File: src/rtl/smc_pkg.sv
`default_nettype none
// ============================================================================
// Module      : smc_pkg
// Description : Shared constants for the SMC region checker: config select
//               encodings, ctrl-word bit positions and default parameters.
// Revision    : 1.0 - initial release
// ============================================================================
package smc_pkg;

    localparam int DEFAULT_NUM_REGIONS = 4;
    localparam int DEFAULT_AW          = 32;
    localparam int DEFAULT_CW          = 16;

    // cfg_sel encodings
    localparam logic [1:0] C_SEL_LOW  = 2'd0;
    localparam logic [1:0] C_SEL_HIGH = 2'd1;
    localparam logic [1:0] C_SEL_CTRL = 2'd2;
    localparam logic [1:0] C_SEL_CLR  = 2'd3;

    // ctrl word bit positions
    localparam int C_CTRL_EN   = 0;
    localparam int C_CTRL_LOCK = 1;
    localparam int C_CTRL_RD   = 2;
    localparam int C_CTRL_WR   = 3;

endpackage
`default_nettype wire

File: src/rtl/smc_region_cmp.sv
`default_nettype none
// ============================================================================
// Module      : smc_region_cmp
// Description : One SMC bound region: low/high bounds, ctrl bits and the
//               combinational inclusive-range / access-type match.
// Revision    : 1.0 - initial release
// ============================================================================
module smc_region_cmp
    import smc_pkg::*;
#(
    parameter int AW = DEFAULT_AW
) (
    input  logic          clk,
    input  logic          rst_n,
    input  logic          wr_stb,     // accepted write to this region
    input  logic [1:0]    wr_sel,
    input  logic [AW-1:0] wr_data,
    input  logic [AW-1:0] chk_addr,
    input  logic          chk_we,
    output logic          match,
    output logic          locked
);

    logic [AW-1:0] r_low;
    logic [AW-1:0] r_high;
    logic          r_en;
    logic          r_lock;
    logic          r_rd_en;
    logic          r_wr_en;

    // Region registers; lock is sticky until reset
    always_ff @(posedge clk or negedge rst_n) begin
        if (!rst_n) begin
            r_low   <= '0;
            r_high  <= '0;
            r_en    <= 1'b0;
            r_lock  <= 1'b0;
            r_rd_en <= 1'b0;
            r_wr_en <= 1'b0;
        end else if (wr_stb) begin
            case (wr_sel)
                C_SEL_LOW:  r_low  <= wr_data;
                C_SEL_HIGH: r_high <= wr_data;
                C_SEL_CTRL: begin
                    r_en    <= wr_data[C_CTRL_EN];
                    r_lock  <= r_lock | wr_data[C_CTRL_LOCK];
                    r_rd_en <= wr_data[C_CTRL_RD];
                    r_wr_en <= wr_data[C_CTRL_WR];
                end
                default: ;
            endcase
        end
    end

    // low > high can never satisfy both comparisons, so no explicit check needed
    assign match  = r_en && (chk_addr >= r_low) && (chk_addr <= r_high) &&
                    (chk_we ? r_wr_en : r_rd_en);
    assign locked = r_lock;

endmodule
`default_nettype wire

File: src/rtl/smc_region_check.sv
`default_nettype none
// ============================================================================
// Module      : smc_region_check
// Description : Multi-region SMC bound checker: per-region comparators,
//               lowest-index priority encoder, registered result, config
//               error pulse and saturating hit counter.
// Revision    : 1.0 - initial release
// ============================================================================
module smc_region_check
    import smc_pkg::*;
#(
    parameter  int NUM_REGIONS = DEFAULT_NUM_REGIONS,
    parameter  int AW          = DEFAULT_AW,
    parameter  int CW          = DEFAULT_CW,
    localparam int IDXW        = (NUM_REGIONS > 1) ? $clog2(NUM_REGIONS) : 1
) (
    input  logic            clk,
    input  logic            rst_n,
    input  logic            cfg_we,
    input  logic [IDXW-1:0] cfg_idx,
    input  logic [1:0]      cfg_sel,
    input  logic [AW-1:0]   cfg_wdata,
    output logic            cfg_err,
    input  logic            chk_valid,
    input  logic [AW-1:0]   chk_addr,
    input  logic            chk_we,
    output logic            res_valid,
    output logic            res_hit,
    output logic [IDXW-1:0] res_idx,
    output logic [CW-1:0]   hit_cnt
);

    logic [NUM_REGIONS-1:0] w_match;
    logic [NUM_REGIONS-1:0] w_lock;
    logic [NUM_REGIONS-1:0] w_wr_stb;
    logic                   w_idx_ok;
    logic                   w_sel_locked;
    logic                   w_reject;
    logic                   w_clr;
    logic                   w_any;
    logic                   w_hit;
    logic [IDXW-1:0]        w_enc;

    logic                   r_cfg_err;
    logic                   r_res_valid;
    logic                   r_res_hit;
    logic [IDXW-1:0]        r_res_idx;
    logic [CW-1:0]          r_hit_cnt;

    assign w_idx_ok = (32'(cfg_idx) < NUM_REGIONS);
    assign w_clr    = cfg_we && (cfg_sel == C_SEL_CLR);
    assign w_reject = cfg_we && (cfg_sel != C_SEL_CLR) && (!w_idx_ok || w_sel_locked);

    generate
        for (genvar gi = 0; gi < NUM_REGIONS; gi++) begin : g_region
            assign w_wr_stb[gi] = cfg_we && (cfg_sel != C_SEL_CLR) &&
                                  (cfg_idx == IDXW'(gi)) && !w_lock[gi];

            smc_region_cmp #(
                .AW (AW)
            ) u_cmp (
                .clk      (clk),
                .rst_n    (rst_n),
                .wr_stb   (w_wr_stb[gi]),
                .wr_sel   (cfg_sel),
                .wr_data  (cfg_wdata),
                .chk_addr (chk_addr),
                .chk_we   (chk_we),
                .match    (w_match[gi]),
                .locked   (w_lock[gi])
            );
        end
    endgenerate

    // Lock state of the addressed region (out-of-range index reads as unlocked)
    always_comb begin
        w_sel_locked = 1'b0;
        for (int i = 0; i < NUM_REGIONS; i++) begin
            if (cfg_idx == IDXW'(i)) w_sel_locked = w_lock[i];
        end
    end

    // Priority encoder: scan downward so the lowest matching index wins
    always_comb begin
        w_any = 1'b0;
        w_enc = '0;
        for (int i = NUM_REGIONS - 1; i >= 0; i--) begin
            if (w_match[i]) begin
                w_any = 1'b1;
                w_enc = IDXW'(i);
            end
        end
    end

    assign w_hit = chk_valid && w_any;

    // Result register and config error pulse
    always_ff @(posedge clk or negedge rst_n) begin
        if (!rst_n) begin
            r_res_valid <= 1'b0;
            r_res_hit   <= 1'b0;
            r_res_idx   <= '0;
            r_cfg_err   <= 1'b0;
        end else begin
            r_res_valid <= chk_valid;
            r_res_hit   <= w_hit;
            r_res_idx   <= w_hit ? w_enc : '0;
            r_cfg_err   <= w_reject;
        end
    end

    // Saturating hit counter, updated alongside res_hit; clear has priority
    always_ff @(posedge clk or negedge rst_n) begin
        if (!rst_n) begin
            r_hit_cnt <= '0;
        end else if (w_clr) begin
            r_hit_cnt <= '0;
        end else if (w_hit && (r_hit_cnt != '1)) begin
            r_hit_cnt <= r_hit_cnt + 1'b1;
        end
    end

    assign cfg_err   = r_cfg_err;
    assign res_valid = r_res_valid;
    assign res_hit   = r_res_hit;
    assign res_idx   = r_res_idx;
    assign hit_cnt   = r_hit_cnt;

endmodule
`default_nettype wire

File: config.mk
export PLATFORM = sky130hd
export DESIGN_NAME = smc_region_check
export DESIGN_NICKNAME = d
export VERILOG_FILES = /design/src/rtl/smc_pkg.sv /design/src/rtl/smc_region_cmp.sv /design/src/rtl/smc_region_check.sv
export SDC_FILE = /design/constraint.sdc
export NUM_CORES = 1
export LEC_CHECK = 0
export ABC_CLOCK_PERIOD_IN_PS = 3650
export BUFFER_PORTS_ARGS = -buffer_cell sky130_fd_sc_hd__buf_4
export CORE_MARGIN = 2
export CORE_UTILIZATION = 43
export CTS_CLUSTER_SIZE = 10
export DETAILED_ROUTE_END_ITERATION = 8
export GPL_ROUTABILITY_DRIVEN = 1
export PLACE_DENSITY = 0.63
export SLEW_MARGIN = 10
export SYNTH_ARGS = -nofsm -noshare
export SYNTH_HDL_FRONTEND = slang
export SYNTH_SLANG_ARGS = --single-unit
File: constraint.sdc
create_clock -name clk -period 3.65 [get_ports clk]
set_input_delay 0.365 -clock clk [delete_from_list [all_inputs] [get_ports clk]]
set_output_delay 0.365 -clock clk [all_outputs]
set_load 0.01 [all_outputs]
* Word-level counts from Yosys, hierarchy flattened *
Index checks and enable logic that the tools add are counted.

word-level totals
  logic and storage cells = 113
  register bits after elaboration = 293

cells by class
  muxes and demuxes = 19
  eq/ne operators = 8
  add/sub/neg operators = 1
  order comparisons = 8
  reductions and logical operators = 44
  bitwise operators = 4

operators by type and width
  cell                                                                    number
  32-bit greater-or-equal comparator                                      4
  32-bit <= comparator                                                    4
  16-bit two-way mux                                                      2
  1-bit logical AND                                                       25
  2-bit AND reduction                                                     12
  16-bit by 1-bit adder with 16-bit output (second input constant)        1
  16-bit inequality test (second input constant)                          1
  1-bit two-way mux                                                       12
  2-bit two-way mux                                                       5
  2-bit equality test (second input constant)                             4
  2-bit by 1-bit equality test with 1-bit output (second input constant)  2
  1-bit logical NOT                                                       4
  2-bit logical NOT                                                       2
  1-bit bitwise OR                                                        4
  2-bit inequality test (second input constant)                           1
  2-bit nonzero test                                                      1

* Longest topological paths before layout *
Gate-level depths: netlist of the first run.

  word-level depth = 12
  gate-level depth with buffers = 12
  mapped depth without buffers = 11

* By module *
A second synthesis of the first run with hierarchy kept.

unflattened totals
  cell total of the unflattened synthesis = 1,770
  area, all modules = 17,416.7 um^2

modules (own cells, without submodules)
  module            times used  area each (um^2)  sequential area each (um^2)  cells an instance
  smc_region_cmp    4           4,055.1           1,701.6                      410
  smc_region_check  1           1,196.1           525.5                        130

* Least setup slack after synthesis of the first run *
No wires, ideal clock.

  path kind = in2reg
  start point = in chk_addr[0]
  end point = reg r_hit_cnt[1] (netlist: hit_cnt[1])
  path buffers = 1
  stages = 12
  arrival = 2.458 ns
  required time = 3.528 ns
  path slack = 1.071 ns
  path through = inv_1 -> ha_1 -> nand2b_1 -> a2111oi_0 -> nor3_1 -> o31ai_1 -> a221oi_2 -> a21oi_2 -> a21oi_4 -> buf_6 -> nand3_1 -> o21ai_1

on the way
  longest elaborated chain between the ends = 11
  elaborated cells on any way between the ends = 27
  classes of those cells = order compare: 8; mux: 4; reduce/logical: 15

RTL lines
  element                                line                     text
  start, declared                        smc_region_check.sv:25   input logic [AW-1:0] chk_addr,
  32-bit greater-or-equal comparator     smc_region_cmp.sv:56     assign match = r_en && (chk_addr >= r_low) && (chk_addr <= r_high) &&
  1-bit logical AND (3 in a row)         smc_region_cmp.sv:56
  1-bit two-way mux (3 in a row)         smc_region_check.sv:88   if (w_match[i]) begin
  1-bit two-way mux *                    smc_region_check.sv:88
  1-bit logical AND *                    smc_region_check.sv:95   assign w_hit = chk_valid && w_any;
  1-bit logical AND *                    smc_region_check.sv:118  end else if (w_hit && (r_hit_cnt != '1)) begin
  2-bit nonzero test (no source line) *  -
  end signal, assigned                   smc_region_check.sv:119  r_hit_cnt <= r_hit_cnt + 1'b1;
  end, declared                          smc_region_check.sv:48   logic [CW-1:0] r_hit_cnt;

Mark *: on every way between the ends. The rest lies on a longest branch, timed or not.
A chain may end at the register's enable or synchronous reset.

* Final worst setup path of the first run *
  start point = reg g_region[2].u_cmp.r_low[11]
  end point = reg r_hit_cnt[5] (netlist: hit_cnt[5])

on the way
  longest elaborated chain between the ends = 10

RTL lines
  element                              line                     text
  start, declared                      smc_region_cmp.sv:24     logic [AW-1:0] r_low;
  start signal, assigned               smc_region_cmp.sv:42     C_SEL_LOW: r_low <= wr_data;
  32-bit greater-or-equal comparator   smc_region_cmp.sv:56
  1-bit logical AND (3 in a row)       smc_region_cmp.sv:56
  1-bit two-way mux (3 in a row)       smc_region_check.sv:88
  1-bit logical AND                    smc_region_check.sv:95
  1-bit logical AND                    smc_region_check.sv:118
  2-bit nonzero test (no source line)  -

Every way passes these cells.

==> impl_metrics.py, run 1 <==
metrics = {
    "global_routing": {
        "use_met3": 0.0440,
        "grt_pass1_vias": 13099,
        "grt_pass1_wl_um": 73300,
        "gr-usage-all-layers": 0.225,
        "grt_overflow": 0,
        "met1_usage": 0.298,
        "busiest_layer": "met2",
        "grt_use_met2": 0.370,
        "grt_max_degree": 82,
        "antenna_found_initial": 1,
    },
    "cells_and_area": {
        "nets": 2144,
        "n_antenna_cell": 0,
        "drive_gt1_frac": 0.220,
        "stdcell_area_um2": 20200,
        "area_growth_syn_to_layout_pct": 14.1,
    },
    "cts": {
        "htreeDepth": 2,
        "clock_path_buffers": 3,
        "cts_resized": 0,
        "cts_num_sinks": 293,
        "cts_tree": "yes",
        "cts-buffers-inserted": 37,
        "clkTransAtPathRegs_ps": 50,
        "root_buffer": "clkbuf_16",
        "clock_latency_ps": 530,
    },
    "yosys": {
        "syn_area_um2": 17700,
        "synth.most_common_cell": "dfrtp_1",
        "synth_flop_cell": "dfrtp_1",
        "avgSynthCellArea_um2": 10.4,
        "synth_edf_count": 0,
        "syn_inst": 1696,
        "ys_types": 74,
        "synth_seq_area_share": 0.415,
        "synth-seq-cells": 293,
        "syn_nets": 2026,
        "yosys_warnings": 0,
        "synth_top_area_frac": 0.415,
        "async_flop_share": 1.00,
        "synth_top_area_cell": "dfrtp_1",
        "yosys-top-cells-area": "dfrtp_1 41%, ha_1 18%, mux2_2 13%, inv_1 5.6%, nand2_1 2.9%",
        "synth_commonest_cells": "293 x dfrtp_1, 262 x inv_1, 257 x ha_1, 200 x mux2_2, 136 x nand2_1",
    },
    "sta": {
        "fin_worst_skew_ps": 8.59,
        "finalCritPeriodShare": 0.934,
        "final_max_slew_viol_count": 0,
        "slew_headroom": 0.272,
        "fin_tns_setup_ps": 0,
        "finalHoldViolCount": 0,
        "min_period_ps": 3410,
        "setup_viol": 0,
        "timing.fmax_ghz": 0.293,
        "rsz0062_at_grt": "false",
        "worst_pin_slew_ps": 1090,
    },
    "power": {
        "vdd_drop_max_mv": 0.368,
        "power_mw": 10.7,
        "leakage_nw": 9.84,
        "powerDensity_nw_per_um2": 531,
    },
    "critical_path": {
        "critPathArrivalTime_ps": 3860,
        "cp-start-kind": "register",
        "worst-path-buf-inv": 1,
        "endpoint_kind": "register",
        "worstPathMaxFanout": 19,
        "crit_type": "reg -> reg",
        "reg2regPathDepth": 11,
        "path_cells": "inv_1 -> ha_1 -> a21oi_1 -> o21ai_0 -> a221o_1 -> o31ai_1 -> o211ai_1 -> a21oi_2 -> a21oi_4 -> a21bo_2 -> a21oi_2",
        "crit_family": "compound AO/OA/AOI/OAI gates",
        "crit_required_ps": 4100,
        "cp_num_cells": 11,
        "cp_common_cell": "a21oi_2",
        "cpPeakStageDelay_ps": 550,
        "critPathSlowestCell": "o31ai_1",
    },
    "die": {
        "initial_core_util": 0.434,
        "core.rowCount": 74,
        "die_x_um": 207,
        "die-height_um": 207,
        "dieArea_um2": 42700,
        "ios": 94,
        "core-area_um2": 40700,
    },
    "route": {
        "ant_nets": 0,
        "drc": 0,
        "vias": 12851,
        "wl_um": 46300,
        "dr.first_iter.drc_count": 841,
        "via_per_inst": 5.45,
        "wl_per_cell_um": 19.6,
        "drtPass1Iterations": 5,
    },
    "placement": {
        "io_buffers": 93,
        "dpl-instance-area_um2": 19100,
        "dp_hpwl_um": 33600,
        "gp_congestion": 0.909,
    },
    "run": {
        "max_cap_viol_count": 0,
    },
    "worst_hold_path": {
        "whs_path_depth": 1,
        "hp-class": "in -> reg",
    },
    "run_status": {
        "status": "complete, no violations",
    },
}
[timing repair]
item	4_1_cts	5_1_grt
hold buffers	1	0
buffers inserted	0	0
endpoints found under the hold margin	76	0
[logic make-up (layout without fill, tap and decap cells)]
kind of cell               Yosys count  count (layout)  share of synthesized area
buffers and inverters              302             434                     0.0652
xor gates and xnor gates             3               3                    0.00149
AOI/OAI and AO/OA                  302             302                      0.112
DFF                                293             293                      0.415
adders and majority gates          257             257                      0.182
and+or+nand+nor                    335             335                     0.0945
muxes                              204             204                      0.130
[final cells by class]
class / count / area, µm²
clock buffers: 50 / 1000
clock inverters: 3 / 17.5
fillers: 3777 / 20600
inverters: 263 / 987
multi-input cells: 1101 / 9230
flip-flops and latches: 293 / 7330
well taps: 532 / 666
repair buffers: 118 / 933
[routing by layer]
metal  vias up  share of wire
met5         -        0.00019
met3        84          0.050
li1       6182              -
met1      6339           0.45
met2       244           0.47
met4         2          0.029
[registers in the layout (all words and copies together), names as in the netlist]
| signal | flops |
|---|---|
| g_region.u_cmp.r_high | 128 |
| g_region.u_cmp.r_rd_en | 4 |
| g_region.u_cmp.locked | 4 |
| g_region.u_cmp.r_wr_en | 4 |
| res_valid | 1 |
| res_hit | 1 |
| res_idx | 2 |
| g_region.u_cmp.r_en | 4 |
| g_region.u_cmp.r_low | 128 |
| cfg_err | 1 |
| hit_cnt | 16 |
[path summary, 6_finish.rpt]
| path | start | to | slack, ps |
|---|---|---|---|
| worst min register to register | g_region[2].u_cmp.locked | g_region[2].u_cmp.locked | 480 |
| worst max-delay path | g_region[2].u_cmp.r_low[11] | hit_cnt[5] | 240 |
| worst max register to register | g_region[2].u_cmp.r_low[11] | hit_cnt[5] | 240 |
| worst min-delay path | chk_valid | res_valid | 20 |
| min in group asynchronous | rst_n | g_region[0].u_cmp.r_low[26] | 440 |
| max in group asynchronous | rst_n | g_region[2].u_cmp.r_low[11] | 2350 |
[per-stage QoR]
stage	setup WS (ps)	cells	hold slack [ps]	utilization
floorplan	1070	1696	69.4	-
global route	151	2360	20.2	0.495
CTS	382	2360	5.43	0.495
detailed placement	218	2306	425	0.470
global placement	278	2306	426	0.470
finish	242	2360	24.7	0.495
[placed cells by master (no fill, tap or decap), types with 9 or more instances in the layout]
| cell type | Yosys | layout |
|---|---|---|
| mux2_2 | 200 | 200 |
| a21o_1 | 25 | 25 |
| o21ai_0 | 93 | 93 |
| clkbuf_1 | 28 | 10 |
| and3_1 | 9 | 9 |
| nand2_1 | 136 | 132 |
| dfrtp_1 | 293 | 293 |
| nand3_1 | 39 | 37 |
| nand4_1 | 46 | 46 |
| nor2b_1 | 9 | 9 |
| inv_1 | 262 | 262 |
| nor2_1 | 45 | 43 |
| ha_1 | 257 | 257 |
| a211oi_1 | 9 | 9 |
| buf_4 | 0 | 113 |
| and4_1 | 13 | 13 |
| clkbuf_16 | 0 | 37 |
| a21oi_1 | 88 | 88 |
[power breakdown]
part | total (mW) | switching, mW | internal (mW) | leakage, nW
clock | 3.24 | 1.34 | 1.89 | 0.497
sequential | 4.32 | 0.325 | 3.99 | 3.58
combinational | 3.15 | 1.73 | 1.42 | 5.77
total | 10.7 | 3.39 | 7.31 | 9.84
[worst reg2reg max path: stages (launching register included)]
cell,delay [ps]
dfrtp_1,340
inv_1,60
ha_1,310
a21oi_1,140
o21ai_0,170
a221o_1,420
o31ai_1,550
o211ai_1,350
a21oi_2,380
a21oi_4,240
a21bo_2,280
a21oi_2,110
No activity file was read; power rests on OpenSTA's default activity.
==> run 2: changes to the inputs <==
PLACE_DENSITY = unset   (was 0.63)
==> impl_metrics.py, run 2 (synthesized netlist as in run 1, its figures left out) <==
metrics = {
    "cells_and_area": {
        "n_fill_cell": 3780,
        "drive_gt1_frac": 0.220,
        "regArea_um2": 7330,
        "final_util": 0.495,
        "nets": 2143,
        "n_antenna_cell": 0,
        "stdcell_area_um2": 20200,
        "multiInputGateArea_um2": 9230,
        "most-common-layout-cells": "293 x dfrtp_1, 262 x inv_1, 257 x ha_1",
        "area_growth_syn_to_layout_pct": 14.1,
        "layout_commonest_cell": "dfrtp_1",
    },
    "critical_path": {
        "endpoint_kind": "register",
        "cpPeakStageDelay_ps": 540,
        "cp_common_cell": "a21oi_2",
        "crit_type": "reg -> reg",
        "critPathSlowestCell": "a21oi_4",
        "crit_required_ps": 4030,
        "worst-path-buf-inv": 1,
        "worstPathMaxFanout": 19,
        "crit_family": "compound AO/OA/AOI/OAI gates",
        "path_cells": "inv_1 -> ha_1 -> nand4_1 -> or3_1 -> nor3_1 -> o31ai_1 -> a221oi_2 -> a21oi_2 -> a21oi_4 -> a21bo_2 -> a21oi_2",
        "cp-start-kind": "register",
        "critPathArrivalTime_ps": 3670,
    },
    "power": {
        "seqPwrFrac": 0.403,
        "p_int_mw": 7.33,
        "power_mw": 10.7,
        "powerDensity_nw_per_um2": 533,
        "combPwrFrac": 0.294,
        "leakage_nw": 9.84,
        "swShare": 0.318,
        "clkPwrFrac": 0.304,
        "vdd_drop_max_mv": 0.466,
        "p_sw_mw": 3.41,
    },
    "global_routing": {
        "grt_max_degree": 108,
        "gr-usage-all-layers": 0.225,
        "antenna_found_initial": 0,
        "grt_pass1_vias": 12856,
        "grt_pass1_wl_um": 72900,
        "grt_overflow": 0,
    },
    "die": {
        "initial_core_util": 0.434,
        "die-height_um": 207,
        "core.rowCount": 74,
        "dieArea_um2": 42700,
        "core-area_um2": 40700,
        "die_x_um": 207,
        "ios": 94,
    },
    "cts": {
        "cts-buffers-inserted": 37,
        "cts_tree": "yes",
        "clkTransAtPathRegs_ps": 60,
        "cts_num_sinks": 293,
        "root_buffer": "clkbuf_16",
        "clock_path_buffers": 3,
        "clock_latency_ps": 520,
        "htreeDepth": 2,
    },
    "route": {
        "via_per_inst": 5.39,
        "ant_nets": 0,
        "wl_um": 46700,
        "drtPass1Iterations": 5,
        "vias": 12709,
        "wl_per_cell_um": 19.8,
        "drc": 0,
        "dr.first_iter.drc_count": 629,
    },
    "placement": {
        "gp_congestion": 0.894,
        "dpl-instance-area_um2": 19100,
        "io_buffers": 93,
        "pre_cts_slack_ps": -24.6,
        "dp_hpwl_um": 34200,
    },
    "sta": {
        "finalHoldViolCount": 0,
        "setup_viol": 0,
        "fin_worst_skew_ps": 10.1,
        "postLayoutSetupSlackWorst_ps": 357,
        "rsz0062_at_grt": "false",
        "slew_headroom": 0.265,
        "worst_pin_slew_ps": 1100,
        "finalCritPeriodShare": 0.902,
        "timing.fmax_ghz": 0.304,
        "final_max_slew_viol_count": 0,
        "min_period_ps": 3290,
    },
    "worst_hold_path": {
        "hp-class": "in -> reg",
    },
    "run_status": {
        "status": "complete, no violations",
    },
    "run": {
        "max_cap_viol_count": 0,
    },
}
-- run 2: cell types whose count changed in the layout (fill, tap and decap cells not counted), sizes merged --
cell,previous run,this run
clkbuf,50,46
bufinv,0,1
inv,262,263
buf,117,116
clkinvlp,1,0
-- run 2: per-stage QoR --
step                      hold WS [ps]  instances  TNS, ps
after global routing              13.5       2356        0
after global placement             463       2305     -125
after floorplan                   69.4       1696        0
after detailed placement           464       2305    -25.3
after CTS                         12.3       2356        0
final                             30.1       2356        0
-- run 2: routing by layer --
layer  vias up  GRT usage  share of wire
met5         -          0              0
met4         0     0.0659          0.028
met3        76     0.0328          0.037
met2       199      0.376           0.47
met1      6248      0.303           0.47
li1       6186          -              -
-- run 2: timing repair --
item | 4_1_cts | 5_1_grt
endpoints found under the hold margin | 103 | 0
gates resized for setup | 0 | 1
hold buffers | 1 | 0
setup endpoints to repair | 0 | 3
setup buffers | 0 | 0
-- run 2: final timing paths --
check                                            start                           end  slack, ps  cells past startpoint
min reg2reg                   g_region[0].u_cmp.locked      g_region[0].u_cmp.locked        480                      1
min                                          chk_valid                     res_valid         30                      1
min in group asynchronous                        rst_n   g_region[1].u_cmp.r_low[26]        500                      2
max in group asynchronous                        rst_n  g_region[2].u_cmp.r_high[31]       2140                      3
max                        g_region[3].u_cmp.r_low[13]                    hit_cnt[5]        360                     11
max reg2reg                g_region[3].u_cmp.r_low[13]                    hit_cnt[5]        360                     11
-- run 2: final cells by class --
class,count,area share
Multi-Input combinational cell,1101,0.458
Inverter,263,0.0490
Sequential cell,293,0.364
Clock buffer,46,0.0481
Tap cell,532,0.0330
Clock inverter,4,0.00242
Timing Repair Buffer,117,0.0459
-- run 2: power groups by stage --
stage          sequential (mW)  combinational (mW)  clock [mW]
3_5_place_dp              4.38                3.16           0
6_report                  4.32                3.15        3.26
5_1_grt                   4.41                3.60        3.49
3_3_place_gp              4.34                3.06           0
4_1_cts                   4.33                3.18        3.35
2_1_floorplan             4.28                2.15           0
